<file path="src/rtl/jk_cmd_seq.sv">
// ---------------------------------------------------------------------------
// jk_cmd_seq
//   Command sequencer that sits directly upstream of a JK flip-flop (jff).
//   {j,k} commands are buffered in a small FIFO. Each one is then driven onto
//   the flop's j/k inputs for HOLD cycles, followed by one CHECK cycle with
//   j=k=0. A cycle-exact JK model (exp_q) tracks what the flop's q should be.
//   In CHECK, exp_q is compared with the flop's q (q_fb). A difference raises
//   a one-cycle mismatch pulse and bumps a saturating error counter.
//
// Parameters
//   DEPTH  command FIFO entries (power of 2, >= 2)
//   HOLD   cycles each command is held on j/k (>= 1)
//   CW     width of err_cnt
//
// Ports
//   clk        rising-edge clock, shared with the jff
//   rst        asynchronous active-low reset, shared with the jff
//   cmd_valid  command offered
//   cmd_data   {j,k}: 10 set, 01 reset, 00 hold, 11 toggle
//   cmd_ready  FIFO can accept (not full)
//   q_fb       q output of the downstream jff
//   j, k       registered drive to the jff
//   busy       sequencer active or FIFO non-empty
//   exp_q      registered model of the jff q
//   mismatch   one-cycle pulse per failed check
//   err_cnt    saturating count of failed checks
// ---------------------------------------------------------------------------
module jk_cmd_seq #(
  parameter int DEPTH = 4,
  parameter int HOLD  = 1,
  parameter int CW    = 8
) (
  input  logic          clk,
  input  logic          rst,
  input  logic          cmd_valid,
  input  logic [1:0]    cmd_data,
  output logic          cmd_ready,
  input  logic          q_fb,
  output logic          j,
  output logic          k,
  output logic          busy,
  output logic          exp_q,
  output logic          mismatch,
  output logic [CW-1:0] err_cnt
);

  localparam int AW = $clog2(DEPTH);
  localparam int HW = (HOLD > 1) ? $clog2(HOLD) : 1;

  localparam logic [HW-1:0] HCNT_INIT = HW'(HOLD - 1);
  localparam logic [AW:0]   FULL_CNT  = (AW + 1)'(DEPTH);

  typedef enum logic [1:0] {
    S_IDLE,
    S_DRIVE,
    S_CHECK
  } state_t;

  // FIFO storage and bookkeeping
  logic [1:0]    r_mem [DEPTH];
  logic [AW-1:0] r_wr_ptr;
  logic [AW-1:0] r_rd_ptr;
  logic [AW:0]   r_count;

  // Sequencer state
  state_t        r_state;
  logic [HW-1:0] r_hcnt;

  logic          w_full;
  logic          w_empty;
  logic          w_push;
  logic          w_pop;
  logic [1:0]    w_head;

  assign w_full  = (r_count == FULL_CNT);
  assign w_empty = (r_count == '0);
  // Acceptance looks only at full: a pop in the same cycle does not open a slot.
  assign w_push  = cmd_valid && !w_full;
  // The FSM takes the next command whenever it leaves IDLE or CHECK.
  assign w_pop   = !w_empty && ((r_state == S_IDLE) || (r_state == S_CHECK));
  assign w_head  = r_mem[r_rd_ptr];

  assign cmd_ready = !w_full;
  assign busy      = (r_state != S_IDLE) || !w_empty;

  // NOTE: the command storage has no reset; emptiness is defined by the
  // pointers and count alone, so stale entries are never visible.
  always_ff @(posedge clk) begin
    if (w_push) begin
      r_mem[r_wr_ptr] <= cmd_data;
    end
  end

  // NOTE: every clocked block uses non-blocking assignments so all registers
  // update together from the values seen before the edge.
  always_ff @(posedge clk or negedge rst) begin
    if (!rst) begin
      r_wr_ptr <= '0;
      r_rd_ptr <= '0;
      r_count  <= '0;
    end else begin
      // Pointers are AW bits wide, so they wrap at DEPTH on their own.
      if (w_push) r_wr_ptr <= r_wr_ptr + AW'(1);
      if (w_pop)  r_rd_ptr <= r_rd_ptr + AW'(1);
      case ({w_push, w_pop})
        2'b10:   r_count <= r_count + (AW + 1)'(1);
        2'b01:   r_count <= r_count - (AW + 1)'(1);
        default: r_count <= r_count;
      endcase
    end
  end

  // Sequencer FSM with registered j/k, mismatch and err_cnt.
  always_ff @(posedge clk or negedge rst) begin
    if (!rst) begin
      r_state  <= S_IDLE;
      r_hcnt   <= '0;
      j        <= 1'b0;
      k        <= 1'b0;
      mismatch <= 1'b0;
      err_cnt  <= '0;
    end else begin
      mismatch <= 1'b0;
      case (r_state)
        S_IDLE: begin
          if (w_pop) begin
            {j, k}  <= w_head;
            r_hcnt  <= HCNT_INIT;
            r_state <= S_DRIVE;
          end else begin
            j <= 1'b0;
            k <= 1'b0;
          end
        end

        S_DRIVE: begin
          if (r_hcnt == '0) begin
            j       <= 1'b0;
            k       <= 1'b0;
            r_state <= S_CHECK;
          end else begin
            r_hcnt <= r_hcnt - HW'(1);
          end
        end

        S_CHECK: begin
          // q_fb and exp_q were both updated by the last driven edge.
          if (q_fb != exp_q) begin
            mismatch <= 1'b1;
            if (err_cnt != '1) err_cnt <= err_cnt + CW'(1);
          end
          if (w_pop) begin
            {j, k}  <= w_head;
            r_hcnt  <= HCNT_INIT;
            r_state <= S_DRIVE;
          end else begin
            j       <= 1'b0;
            k       <= 1'b0;
            r_state <= S_IDLE;
          end
        end

        default: begin
          j       <= 1'b0;
          k       <= 1'b0;
          r_state <= S_IDLE;
        end
      endcase
    end
  end

  // Reference JK model, clocked from the same registered j/k the flop sees.
  always_ff @(posedge clk or negedge rst) begin
    if (!rst) begin
      exp_q <= 1'b0;
    end else begin
      exp_q <= (j & ~exp_q) | (~k & exp_q);
    end
  end

endmodule

</file>
<file path="config.mk">
export PLATFORM = sky130hd
export DESIGN_NAME = jk_cmd_seq
export DESIGN_NICKNAME = d
export VERILOG_FILES = /design/src/rtl/jk_cmd_seq.sv
export SDC_FILE = /design/constraint.sdc
export NUM_CORES = 1
export LEC_CHECK = 0
export CELL_PAD_IN_SITES_DETAIL_PLACEMENT = 0
export CELL_PAD_IN_SITES_GLOBAL_PLACEMENT = 2
export CORE_MARGIN = 2
export CORE_UTILIZATION = 39
export DETAILED_ROUTE_END_ITERATION = 12
export GPL_TIMING_DRIVEN = 0
export HOLD_SLACK_MARGIN = 0.1
export PLACE_DENSITY = 0.84
export SLEW_MARGIN = 0
export SYNTH_ARGS = -nofsm -noshare
export SYNTH_HDL_FRONTEND = slang
export SYNTH_SLANG_ARGS = --single-unit
</file>
<file path="constraint.sdc">
create_clock -name clk -period 3.03 [get_ports clk]
set_input_delay 0.606 -clock clk [delete_from_list [all_inputs] [get_ports clk]]
set_output_delay 0.606 -clock clk [all_outputs]
set_load 0.005 [all_outputs]
</file>
==> flow_summary.ini <==
[finish]
layout-drive-gt1-share = 0.1591
area_growth_syn_to_layout_pct = 22.57
fillers = 301
final_area_um2 = 1672
instances_no_fill = 178
final_cell_mix = dfrtp_1, clkdlybuf4s50_1, inv_1, edfxtp_1
final_nets = 144
final_common_cell = dfrtp_1
diodes = 0

[placement]
dp_slack_ns = 0.6218
globalplace.congestion = 0.7155
dp.cells = 170
portBuffers = 19
dp_hpwl_mm = 1.648
placed_area_um2 = 1612

[clock_network]
htree_levels = 2
ctsHoldBuffers = 0
worstSkewPairLatency_ns = 0.33
cts_made_buffers = 5
cts_buffer_depth = 2
cts_tree = done
cts_sinks = 29
postCtsSetupBuffers = 0
clockRootBuffer = clkbuf_4
clkTransAtPathRegs_ns = 0.08
cts_resized = 0

[floorplanning]
dieArea_um2 = 3986
die_w_um = 63.14
fp-row-count = 21
initial_core_util = 0.4087
coreArea_um2 = 3337
io_pins = 20
die_y_um = 63.14

[global_route]
top_usage_layer = met2
grt.met1_usage = 0.1586
grt_pass1_wl_mm = 3.926
met3_usage = 0.05536
use_met2 = 0.1928
grt_max_degree = 22
grtUsageTotal = 0.1314
antenna_found_initial = 0
gr-total-overflow = 0
grt_pass1_vias = 870

[yosys]
synth_area_per_cell_um2 = 12.99
ys.flop_type = dfrtp_1
ys_async_sr_fraction = 0.7241
syn_nets = 118
synth_top_area_share = 0.3853
yosysWarningCount = 0
synth_edf_count = 8
ys_seq_area_frac = 0.5615
syn_inst = 105
yosys_register_bits = 29
netlist_area_um2 = 1364
synth.top_cells.by_area = dfrtp_1, edfxtp_1, ha_1
synth_top_area_cell = dfrtp_1
synth.distinct_cells = 31

[timing]
hold_viol_final = 0
rsz0062_at_grt = no
relSlewSlack = 0.3764
period_share = 0.7546
max_freq_mhz = 437.3
finalSetupViolCount = 0
setup_ws_ns = 0.7434
finClkSkew_ns = 0.01256
slew_viol_final = 0
fin_crit_ns = 2.287
finalSetupTns_ns = 0
worst_pin_slew_ns = 0.9325

[pwr]
p_leak_nw = 0.7077
peakVddDrop_v = 0.0003757
power.density_nw_per_um2 = 926.4
finalPower_w = 0.001549

[detailed_routing]
vias_per_cell = 4.899
ant_nets = 0
routed_wl_mm = 2.212
drc = 0
drt_iter0_markers = 18
drt_pass1_iterations = 4
drt-wirelength-per-cell_um = 12.43
via_count = 872

[setup_path]
slowest_stage = clkdlybuf4s50_1
path_max_fanout = 4
start_kind = flop
end_kind = output pin
cpLargestDelayFamily = simple AND/OR/NAND/NOR gates
max_stage_delay_ns = 0.47
r2r_start = r_count[1]$_DFFE_PN0P_
ff2ff_path_depth = 9
arrival_ns = 1.68
timing.rr.end = r_count[2]$_DFFE_PN0P_
r2r_slack_ns = 0.84
crit_buf_inv = 1
crit_required_ns = 2.42
crit_chain = nor3_1 > nand2_1 > clkdlybuf4s50_1
crit_type = flop to output pin

[flow_run]
drv_cap = 0

[outcome]
status = finished, final reports clean

[min_path]
min_path_type = flop to flop
worstHoldPathCells = 1
hold_end = exp_q$_DFF_PN0_
worstHoldStart = k$_DFF_PN0_
==> synthesized netlist by cell type, types with 3 or more instances <==
cell	count
inv_1	9
nand3_1	3
ha_1	6
xnor2_1	4
edfxtp_1	8
and3_2	4
nor2_1	6
nand2_1	4
dfrtp_1	21
xor2_1	5
mux2_2	5
nor3_1	3
==> how the worst max path moves through the flow <==
stage / start / cells after the start / to / slack, ns
2_1_floorplan: r_count[1]$_DFFE_PN0P_ / 9 / r_count[2]$_DFFE_PN0P_ / 0.96
3_3_place_gp: cmd_valid / 9 / r_count[2]$_DFFE_PN0P_ / 0.65
3_5_place_dp: cmd_valid / 9 / r_count[2]$_DFFE_PN0P_ / 0.62
4_1_cts: r_count[2]$_DFFE_PN0P_ / 3 / busy / 0.71
5_1_grt: r_count[2]$_DFFE_PN0P_ / 3 / busy / 0.56
6_report: r_count[1]$_DFFE_PN0P_ / 3 / busy / 0.74
==> area by class of cell <==
class                   count  area [um^2]  area share
clock inverters             2        8.758    0.005240
repair buffers             19        190.2      0.1138
well taps                  46        57.56     0.03443
flip-flops and latches     29        765.7      0.4581
inverters                   9        33.78     0.02021
multi-input cells          67        564.3      0.3376
clock buffers               6        51.30     0.03069
==> report_power, final <==
| group | internal, W | leakage, nW | switching (W) |
|---|---|---|---|
| Combinational | 0.000363 | 0.342 | 0.000252 |
| Sequential | 0.000552 | 0.330 | 0.000144 |
| Clock | 0.000109 | 0.0357 | 0.000130 |
| Total | 0.00102 | 0.708 | 0.000525 |
==> per-stage QoR <==
stage	hold slack (ns)	utilization
final	0.4495	0.5009
after global placement	0.4309	0.4829
after global routing	0.4749	0.5009
after CTS	0.4557	0.5009
after floorplan	0.3104	-
after detailed placement	0.4435	0.4829
==> cell families (layout without fill, tap and decap cells) <==
group | after synthesis | in the layout | share of synthesized area
muxes | 10 | 10 | 0.09999
AOI/OAI and AO/OA | 6 | 6 | 0.03120
buffers and inverters | 9 | 36 | 0.02477
and+or+nand+nor | 35 | 35 | 0.1550
adders and majority gates | 7 | 7 | 0.06972
xor gates and xnor gates | 9 | 9 | 0.05779
DFF | 29 | 29 | 0.5615
==> state kept, by name (all words and copies together) (netlist names) <==
register	count
mismatch	1
j	1
r_mem	8
k	1
r_count	3
r_wr_ptr	2
r_rd_ptr	2
exp_q	1
r_state	2
err_cnt	8
==> metal layers <==
layer,up-vias,share of wire,wire [um]
met4,0,0.021,46
met2,22,0.46,1014
met1,425,0.45,999
met5,-,0,0
met3,4,0.068,151
li1,421,-,-
(Power assumes the default switching activity.)
